**src/rtl/wb_unit_pkg.sv**
```systemverilog
// Shared write-back definitions: widths, result-select and load-type codes.
// Optional misaligned-load trap is enabled with WB_MISALIGN_CHK_EN.
package wb_unit_pkg;

  localparam int CPU_WIDTH      = 32;
  localparam int REG_ADDR_WIDTH = 5;
  localparam int WB_SEL_WIDTH   = 2;
  localparam int LD_TYPE_WIDTH  = 3;

  localparam logic [WB_SEL_WIDTH-1:0] WB_SEL_ALU  = 2'd0;
  localparam logic [WB_SEL_WIDTH-1:0] WB_SEL_MEM  = 2'd1;
  localparam logic [WB_SEL_WIDTH-1:0] WB_SEL_PC4  = 2'd2;
  localparam logic [WB_SEL_WIDTH-1:0] WB_SEL_NONE = 2'd3;

  localparam logic [LD_TYPE_WIDTH-1:0] LD_LB  = 3'd0;
  localparam logic [LD_TYPE_WIDTH-1:0] LD_LH  = 3'd1;
  localparam logic [LD_TYPE_WIDTH-1:0] LD_LW  = 3'd2;
  localparam logic [LD_TYPE_WIDTH-1:0] LD_LBU = 3'd4;
  localparam logic [LD_TYPE_WIDTH-1:0] LD_LHU = 3'd5;

  typedef enum logic {
    S_IDLE = 1'b0,
    S_WAIT = 1'b1
  } wb_state_e;

  typedef struct packed {
    logic [REG_ADDR_WIDTH-1:0] rd;
    logic [LD_TYPE_WIDTH-1:0]  ld_type;
    logic [1:0]                off;
  } ld_req_t;

  function automatic logic is_misaligned(
    input logic [LD_TYPE_WIDTH-1:0] ld_type,
    input logic [1:0]               off
  );
    logic half;
    half = (ld_type == LD_LH) || (ld_type == LD_LHU);
    return (half && off[0]) ||
           ((ld_type == LD_LW) && (off != 2'd0));
  endfunction

endpackage

```
**src/rtl/wb_unit_ld_extend.sv**
```systemverilog
// Load data lane select and sign/zero extension.
// Purely combinational; unknown load types pass the word through.
module ld_extend
  import wb_unit_pkg::*;
(
  input  logic [LD_TYPE_WIDTH-1:0] ld_type,
  input  logic [1:0]               addr,
  input  logic [CPU_WIDTH-1:0]     rdata,
  output logic [CPU_WIDTH-1:0]     wdata
);

  logic [7:0]  lane_b;
  logic [15:0] lane_h;

  always_comb begin
    lane_b = rdata[7:0];
    unique case (addr)
      2'd0: lane_b = rdata[7:0];
      2'd1: lane_b = rdata[15:8];
      2'd2: lane_b = rdata[23:16];
      2'd3: lane_b = rdata[31:24];
    endcase
    lane_h = addr[1] ? rdata[31:16] : rdata[15:0];
  end

  always_comb begin
    wdata = rdata;
    unique case (1'b1)
      (ld_type == LD_LB):
        wdata = {{(CPU_WIDTH-8){lane_b[7]}}, lane_b};
      (ld_type == LD_LBU):
        wdata = {{(CPU_WIDTH-8){1'b0}}, lane_b};
      (ld_type == LD_LH):
        wdata = {{(CPU_WIDTH-16){lane_h[15]}}, lane_h};
      (ld_type == LD_LHU):
        wdata = {{(CPU_WIDTH-16){1'b0}}, lane_h};
      default:
        wdata = rdata;
    endcase
  end

endmodule

```
**src/rtl/wb_unit.sv**
```systemverilog
// Write-back stage: ALU/PC+4 results and blocking loads with timeout.
// Define WB_MISALIGN_CHK_EN to trap misaligned LH/LHU/LW loads.
module wb_unit
  import wb_unit_pkg::*;
#(
  parameter int TIMEOUT_CYCLES = 15
) (
  input  logic                      clk,
  input  logic                      rst,
  input  logic                      ex_valid,
  output logic                      ex_ready,
  input  logic [WB_SEL_WIDTH-1:0]   ex_wb_sel,
  input  logic [REG_ADDR_WIDTH-1:0] ex_rd,
  input  logic [CPU_WIDTH-1:0]      ex_alu_res,
  input  logic [CPU_WIDTH-1:0]      ex_pc,
  input  logic [LD_TYPE_WIDTH-1:0]  ex_ld_type,
  input  logic                      dmem_rvalid,
  input  logic [CPU_WIDTH-1:0]      dmem_rdata,
  output logic                      reg_wen,
  output logic [REG_ADDR_WIDTH-1:0] reg_waddr,
  output logic [CPU_WIDTH-1:0]      reg_wdata,
  output logic                      timeout_err
`ifdef WB_MISALIGN_CHK_EN
  ,
  output logic                      misalign_err
`endif
);

  localparam int CW = (TIMEOUT_CYCLES < 2) ? 1
                    : $clog2(TIMEOUT_CYCLES);
  localparam logic [CW-1:0] TO_LAST = CW'(TIMEOUT_CYCLES - 1);

  wb_state_e state_q, state_d;
  logic [CW-1:0] cnt_q, cnt_d;
  ld_req_t req_q, req_d;

  logic                      wr_req;
  logic [REG_ADDR_WIDTH-1:0] wr_rd;
  logic [CPU_WIDTH-1:0]      wr_data;
  logic                      wen_d;
  logic [REG_ADDR_WIDTH-1:0] waddr_d;
  logic [CPU_WIDTH-1:0]      wdata_d;
  logic                      to_d;
  logic [CPU_WIDTH-1:0]      ext_data;
`ifdef WB_MISALIGN_CHK_EN
  logic                      mis_d;
`endif

  assign ex_ready = (state_q == S_IDLE);

  ld_extend u_ld_extend (
    .ld_type (req_q.ld_type),
    .addr    (req_q.off),
    .rdata   (dmem_rdata),
    .wdata   (ext_data)
  );

  always_comb begin
    state_d = state_q;
    cnt_d   = cnt_q;
    req_d   = req_q;
    wr_req  = 1'b0;
    wr_rd   = '0;
    wr_data = '0;
    to_d    = 1'b0;
`ifdef WB_MISALIGN_CHK_EN
    mis_d   = 1'b0;
`endif
    unique case (state_q)
      S_IDLE: begin
        if (ex_valid) begin
          unique case (1'b1)
            (ex_wb_sel == WB_SEL_ALU): begin
              wr_req  = 1'b1;
              wr_rd   = ex_rd;
              wr_data = ex_alu_res;
            end
            (ex_wb_sel == WB_SEL_PC4): begin
              wr_req  = 1'b1;
              wr_rd   = ex_rd;
              wr_data = ex_pc + CPU_WIDTH'(4);
            end
            (ex_wb_sel == WB_SEL_MEM): begin
`ifdef WB_MISALIGN_CHK_EN
              if (is_misaligned(ex_ld_type, ex_alu_res[1:0]))
                mis_d = 1'b1;
              else
`endif
              begin
                state_d       = S_WAIT;
                cnt_d         = '0;
                req_d.rd      = ex_rd;
                req_d.ld_type = ex_ld_type;
                req_d.off     = ex_alu_res[1:0];
              end
            end
            default: ;
          endcase
        end
      end
      S_WAIT: begin
        // a response on the last allowed cycle still completes the load
        if (dmem_rvalid) begin
          state_d = S_IDLE;
          wr_req  = 1'b1;
          wr_rd   = req_q.rd;
          wr_data = ext_data;
        end else if (cnt_q == TO_LAST) begin
          state_d = S_IDLE;
          cnt_d   = '0;
          to_d    = 1'b1;
        end else begin
          cnt_d = cnt_q + 1'b1;
        end
      end
    endcase
  end

  always_comb begin
    wen_d   = 1'b0;
    waddr_d = reg_waddr;
    wdata_d = reg_wdata;
    if (wr_req && (wr_rd != '0)) begin
      wen_d   = 1'b1;
      waddr_d = wr_rd;
      wdata_d = wr_data;
    end
  end

  always_ff @(posedge clk) begin
    if (rst) begin
      state_q     <= S_IDLE;
      cnt_q       <= '0;
      req_q       <= '0;
      reg_wen     <= 1'b0;
      reg_waddr   <= '0;
      reg_wdata   <= '0;
      timeout_err <= 1'b0;
    end else begin
      state_q     <= state_d;
      cnt_q       <= cnt_d;
      req_q       <= req_d;
      reg_wen     <= wen_d;
      reg_waddr   <= waddr_d;
      reg_wdata   <= wdata_d;
      timeout_err <= to_d;
    end
  end

`ifdef WB_MISALIGN_CHK_EN
  always_ff @(posedge clk) begin
    if (rst)
      misalign_err <= 1'b0;
    else
      misalign_err <= mis_d;
  end
`endif

endmodule

```
**config.mk**
```make
export PLATFORM = sky130hd
export DESIGN_NAME = wb_unit
export DESIGN_NICKNAME = d
export VERILOG_FILES = /design/src/rtl/wb_unit_pkg.sv /design/src/rtl/wb_unit_ld_extend.sv /design/src/rtl/wb_unit.sv
export SDC_FILE = /design/constraint.sdc
export NUM_CORES = 1
export LEC_CHECK = 0
export ABC_AREA = 1
export CAP_MARGIN = 20
export CORE_MARGIN = 2
export CORE_UTILIZATION = 40
export CTS_CLUSTER_SIZE = 28
export DETAILED_ROUTE_END_ITERATION = 8
export GPL_TIMING_DRIVEN = 0
export PLACE_DENSITY = 0.72
export SLEW_MARGIN = 20
export SYNTH_ARGS = -nofsm -noshare
export SYNTH_HDL_FRONTEND = slang
export SYNTH_SLANG_ARGS = --single-unit
```
**constraint.sdc**
```tcl
create_clock -name clk -period 2.1 [get_ports clk]
set_input_delay 0.21 -clock clk [delete_from_list [all_inputs] [get_ports clk]]
set_output_delay 0.21 -clock clk [all_outputs]
set_load 0.1 [all_outputs]
```
==> results.sh, run 1 <==
export IMPL_power_w=0.00335
export IMPL_worst_path_buf_inv=1
export IMPL_clock_sinks=54
export IMPL_drtIter0Drc=356
export IMPL_cts_root_buf="clkbuf_8"
export IMPL_fin_nets=1014
export IMPL_die_width_microns=106
export IMPL_regToRegSetupSlack_ns=0.24
export IMPL_async_reset_ff_frac=0
export IMPL_maxCapViolCount=0
export IMPL_cts_buffers=5
export IMPL_slew_violations=0
export IMPL_synth_top_area_share=0.259
export IMPL_layout_setup_ws_ns=0.0464
export IMPL_place_area_sq_mm=0.00583
export IMPL_critical_path_class="reg2out"
export IMPL_grt_antenna_before_repair=0
export IMPL_avgSynthCellArea_sq_um=5.60
export IMPL_synthFlopType="dfxtp_1"
export IMPL_clk_latency_ns=0.32
export IMPL_via_count=5379
export IMPL_route_detailed_drc=0
export IMPL_drt_vias_per_instance=5.18
export IMPL_pwr_share_clk=0.194
export IMPL_io_pins=150
export IMPL_synth_top_area_cell="dfxtp_1"
export IMPL_ys_types=30
export IMPL_ant_nets=0
export IMPL_ys_seq_area_frac=0.259
export IMPL_dp_hpwl_microns=13600
export IMPL_cts_tree="built"
export IMPL_path_cells="clkdlybuf4s50_1"
export IMPL_tightest_slew_ns=1.01
export IMPL_ys_top_cells_by_area="dfxtp_1 (26%), nand2_1 (22%), nor2_1 (9.9%)"
export IMPL_switching_power_w=0.00150
export IMPL_clk_pin_slew_worst_paths_ns=0.11
export IMPL_slew_headroom=0.322
export IMPL_grt_ovfl_total=0
export IMPL_numPortBuffers=148
export IMPL_ys_ff_latch=54
export IMPL_hp_class="in2reg"
export IMPL_power_density_mw_per_mm2=563
export IMPL_grt_usage=0.293
export IMPL_vdd_drop_max_uv=325
export IMPL_wl_per_cell_microns=16.0
export IMPL_syn_nets=859
export IMPL_fp_coreArea_sq_mm=0.0102
export IMPL_first_pass_iters=5
export IMPL_highest_layer="met4"
export IMPL_worst_clock_skew_ns=0.00852
export IMPL_die_y_microns=106
export IMPL_timing_setup_tns_ns=0
export IMPL_synth_area_sq_mm=0.00418
export IMPL_cp_end_kind="output port"
export IMPL_syn_to_final_growth_pct=42.3
export IMPL_fin_crit_ns=2.05
export IMPL_worstPathMaxFanout=2
export IMPL_place_ws_ns=-0.387
export IMPL_cp_start_kind="register"
export IMPL_critPathSlowestCell="clkdlybuf4s50_1"
export IMPL_outcome="finished clean"
export IMPL_synth_most_common_cell="nand2_1"
export IMPL_diodes=0
export IMPL_initial_core_util=0.408
export IMPL_globalplace_congestion=0.902
export IMPL_crit_family="buffers and inverters"
export IMPL_rsz0062_at_grt="false"
export IMPL_finalSetupViolCount=0
export IMPL_num_rows=37
export IMPL_hold_viol=0
export IMPL_period_share=0.978
export IMPL_synth_commonest_cells="nand2_1 (242), nor2_1 (110), o21ai_0 (68)"
export IMPL_slowest_delay_ns=1.16
export IMPL_p_leak_nw=2.58
export IMPL_grt_pass1_vias=5077
export IMPL_dr_wl_met3_microns=1190
export IMPL_drive_gt1_frac=0.0632
export IMPL_syn_inst=746
export IMPL_combPwrFrac=0.461
export IMPL_finalInstanceArea_sq_mm=0.00595
export IMPL_synth_edf_count=0
export IMPL_ctsHtreeMaxLevel=2
export IMPL_wl_met1_microns=7540
export IMPL_grt_pass1_wl_microns=26200
export IMPL_cp_required_ns=1.89
export IMPL_grt_max_degree=20
export IMPL_ys_warn_count=0
export IMPL_internal_power_w=0.00185
export IMPL_die_area_sq_mm=0.0113
export IMPL_seqPwrFrac=0.346
export IMPL_post_cts_buffers=0
export IMPL_cts_max_path_buffers=2
export IMPL_switching_share=0.448
export IMPL_wl_met2_microns=7650
export IMPL_wl_microns=16600
export IMPL_max_freq_mhz=487
export IMPL_worstPathArrival_ns=1.84
[power by group through the flow]
| stage | Clock [W] | Sequential [W] | Combinational, W |
|---|---|---|---|
| 2_1_floorplan | 0 | 0.00169 | 0.000461 |
| 3_3_place_gp | 0 | 0.00118 | 0.00152 |
| 3_5_place_dp | 0 | 0.00118 | 0.00152 |
| 4_1_cts | 0.000655 | 0.00116 | 0.00153 |
| 5_1_grt | 0.000690 | 0.00117 | 0.00164 |
| 6_report | 0.000648 | 0.00116 | 0.00154 |
[final timing paths]
check | start | endpoint | cells past startpoint
max | reg_wdata[20]$_SDFFE_PP0P_ | reg_wdata[20] | 1
min | rst | state_q$_SDFF_PP0_ | 2
max reg2reg | req_q[1]$_SDFFE_PP0P_ | reg_wdata[24]$_SDFFE_PP0P_ | 9
min reg2reg | reg_waddr[4]$_SDFFE_PP0P_ | reg_waddr[4]$_SDFFE_PP0P_ | 2
[state kept, by name, summed over array words and instances (netlist names)]
name and count:
req_q 10, timeout_err 1, reg_wen 1, cnt_q 4, reg_wdata 32, reg_waddr 5
state_q 1
[kinds of logic after synthesis]
logic type,synth area share
buf+inv,0.0964
xor+xnor,0.00210
compound gates,0.198
simple gates,0.435
flops,0.259
fa+ha+maj,0.00899
[cell type report]
type,count,area [sq um]
clock inverters,3,28.8
fillers,1092,4280
multi-input cells,596,2710
plain buffers,30,156
repair buffers,148,1480
clock buffers,5,68.8
flip-flops and latches,54,1080
inverters,66,248
well taps,136,170
[cells in the final DEF, fill, tap and decap left out, drive strengths merged]
| cell | instances |
|---|---|
| nand2 | 250 |
| clkdlybuf4s50 | 146 |
| nor2 | 114 |
| o21ai | 71 |
| inv | 67 |
| a21oi | 63 |
| nand3 | 59 |
| dfxtp | 54 |
| clkbuf | 20 |
| buf | 15 |
| or2 | 11 |
| o211ai | 8 |
| o21bai | 4 |
| nor3 | 4 |
| a22o | 3 |
| ha | 3 |
| o22ai | 2 |
| clkinv | 2 |
| a22oi | 1 |
| xor2 | 1 |
| a211oi | 1 |
| o2111ai | 1 |
| dlygate4sd2 | 1 |
| dlymetal6s2s | 1 |
[repair_timing]
item	in CTS	in global routing
cloned	0	0
endpoints found under the hold margin	0	0
setup endpoints to repair	5	8
pin swaps	0	0
gates resized for setup	2	7
hold buffers	0	0
[routing by layer]
| metal | track usage | up-vias |
|---|---|---|
| met5 | 0 | - |
| met4 | 0.0630 | 0 |
| met3 | 0.0362 | 23 |
| met2 | 0.491 | 218 |
| met1 | 0.403 | 2433 |
| li1 | - | 2705 |
[through the flow]
step | utilization | instances | hold WS, ns
after CTS | 0.579 | 1038 | 0.300
final | 0.581 | 1038 | 0.295
after global placement | 0.570 | 1030 | 0.455
after global routing | 0.581 | 1038 | 0.336
after floorplan | - | 746 | 0.377
after detailed placement | 0.570 | 1030 | 0.464
Note: power is estimated with default switching activity, not from simulation.
==> run 2: changes to the inputs <==
- CORE_UTILIZATION: 40 -> 45
- GPL_ROUTABILITY_DRIVEN: unset -> 1
- PLACE_DENSITY: 0.72 -> 0.79
==> run 2 against run 1 <==
  * Flip-flop and latch count unchanged
  * Routed wire length grew 1.3%
  * Final cell count decreased by 2.4%
  * Register-to-register slack got worse by 0.02 ns
  * Hold slack better by 0.016 ns
  * Power grew 0.46%
  * Sequential share of layout area is 0.065 points higher
  * Clock power grew 2%
  * Utilization increased by 6.9 points
  * The flow now finishes with violations (setup timing)
  * Fmax shrank 2.4%
  * Setup slack got worse by 0.051 ns
  * Clock skew grew 0.0064 ns
  * Largest cell class unchanged
==> results.sh, run 2 (synthesized netlist as in run 1, its figures left out) <==
export IMPL_outcome="finished, violations left"
export IMPL_violations="setup timing"
export IMPL_final_common_cell="nand2_1"
export IMPL_fillers=882
export IMPL_fin_crit_ns=2.10
export IMPL_ant_nets=0
export IMPL_power_density_mw_per_mm2=567
export IMPL_critPathSlowestCell="clkdlybuf4s50_1"
export IMPL_globalplace_congestion=0.987
export IMPL_route_detailed_drc=0
export IMPL_period_share=1.00
export IMPL_ctsHtreeMaxLevel=2
export IMPL_die_area_sq_mm=0.0101
export IMPL_clk_latency_ns=0.32
export IMPL_worstPathArrival_ns=1.89
export IMPL_slowest_delay_ns=1.16
export IMPL_slew_headroom=0.297
export IMPL_num_rows=35
export IMPL_numPortBuffers=148
export IMPL_cts_buffers=5
export IMPL_cts_root_buf="clkbuf_8"
export IMPL_worst_path_buf_inv=1
export IMPL_clk_pin_slew_worst_paths_ns=0.11
export IMPL_cp_end_kind="output port"
export IMPL_fp_coreArea_sq_mm=0.00911
export IMPL_path_cells="clkdlybuf4s50_1"
export IMPL_drive_gt1_frac=0.0654
export IMPL_grt_max_degree=17
export IMPL_place_ws_ns=-0.326
export IMPL_io_pins=150
export IMPL_cts_max_path_buffers=2
export IMPL_worstPathMaxFanout=2
export IMPL_crit_family="buffers and inverters"
export IMPL_p_leak_nw=2.57
export IMPL_vdd_drop_max_uv=464
export IMPL_worst_clock_skew_ns=0.0149
export IMPL_critical_path_class="reg2out"
export IMPL_hold_viol=0
export IMPL_layout_common_cells="nand2_1 (242), clkdlybuf4s50_1 (147), nor2_1 (105), o21ai_0 (68)"
export IMPL_fin_nets=1014
export IMPL_grt_antenna_before_repair=0
export IMPL_worst_hold_slack_ns=0.311
export IMPL_timing_setup_tns_ns=-0.00482
export IMPL_drt_vias_per_instance=5.49
export IMPL_drtIter0Drc=459
export IMPL_cp_start_kind="register"
export IMPL_post_cts_buffers=0
export IMPL_place_inst=1005
export IMPL_dp_hpwl_microns=13800
export IMPL_cts_hold_buf=0
export IMPL_die_y_microns=100
export IMPL_slew_violations=0
export IMPL_max_freq_mhz=475
export IMPL_cts_tree="built"
export IMPL_rsz0062_at_grt="true"
export IMPL_regMostFlops="reg_wdata"
export IMPL_maxCapViolCount=0
export IMPL_wl_microns=16800
export IMPL_via_count=5565
export IMPL_grt_pass1_vias=5112
export IMPL_hp_class="in2reg"
export IMPL_first_pass_iters=7
export IMPL_clock_sinks=54
export IMPL_layout_setup_ws_ns=-0.00482
export IMPL_largest_reg_flops=32
export IMPL_wl_per_cell_microns=16.6
export IMPL_cp_required_ns=1.89
export IMPL_top_regs="reg_wdata (32), req_q (10), reg_waddr (5)"
export IMPL_grt_ovfl_total=0
export IMPL_tightest_slew_ns=1.05
export IMPL_diodes=0
export IMPL_die_width_microns=100
export IMPL_grt_pass1_wl_microns=25600
export IMPL_finalSetupViolCount=1
export IMPL_initial_core_util=0.459
export IMPL_syn_to_final_growth_pct=41.8
export IMPL_final_cells=1013
export IMPL_grt_usage=0.327
## run 2: cell count changes in the layout (fill, tap and decap cells not counted), sizes merged
cell	change
clkbuf	+2
clkdlybuf4s50	+1
clkinv	-1
dlymetal6s2s	-1
inv	-1
## run 2: path summary, 6_finish.rpt
| kind | slack, ns | from | endpoint | depth (start not counted) |
|---|---|---|---|---|
| max | -0.005 | reg_wdata[17]$_SDFFE_PP0P_ | reg_wdata[17] | 1 |
| min | 0.31 | rst | reg_wen$_SDFF_PP0_ | 2 |
| max reg2reg | 0.22 | state_q$_SDFF_PP0_ | reg_wdata[28]$_SDFFE_PP0P_ | 10 |
| min reg2reg | 0.50 | req_q[6]$_SDFFE_PP0P_ | req_q[6]$_SDFFE_PP0P_ | 2 |
## run 2: final cells by class
| class | count | area [sq um] | area share |
|---|---|---|---|
| repair buffers | 148 | 1480 | 0.250 |
| inverters | 66 | 248 | 0.0418 |
| clock buffers | 7 | 96.3 | 0.0163 |
| flip-flops and latches | 54 | 1080 | 0.182 |
| multi-input cells | 596 | 2720 | 0.458 |
| well taps | 111 | 139 | 0.0234 |
| clock inverters | 1 | 8.76 | 0.00148 |
| plain buffers | 30 | 156 | 0.0264 |
## run 2: timing repair
item	CTS	global route
resized for setup	2	8
pin swaps	0	0
endpoints found under the setup margin	4	14
## run 2: metrics by stage
stage                     power (W)  area (sq um)   util
after floorplan             0.00215          4180      -
after global placement      0.00268          5800  0.637
after detailed placement    0.00270          5800  0.637
after CTS                   0.00333          5900  0.648
after global routing        0.00349          5930  0.651
final                       0.00336          5930  0.651
## run 2: metal layers
| metal | up-vias | share of wire | global-route usage |
|---|---|---|---|
| met5 | - | 0 | 0 |
| met4 | 0 | 0.026 | 0.0896 |
| met3 | 40 | 0.079 | 0.0446 |
| met2 | 278 | 0.45 | 0.540 |
| met1 | 2539 | 0.45 | 0.446 |
| li1 | 2708 | - | - |
## run 2: where the power goes
part	leakage (nW)	switching [W]	internal [W]
logic	2.07	0.00105	0.000489
clock network	0.0544	0.000358	0.000303
registers	0.444	0.0000485	0.00111
total	2.57	0.00146	0.00190
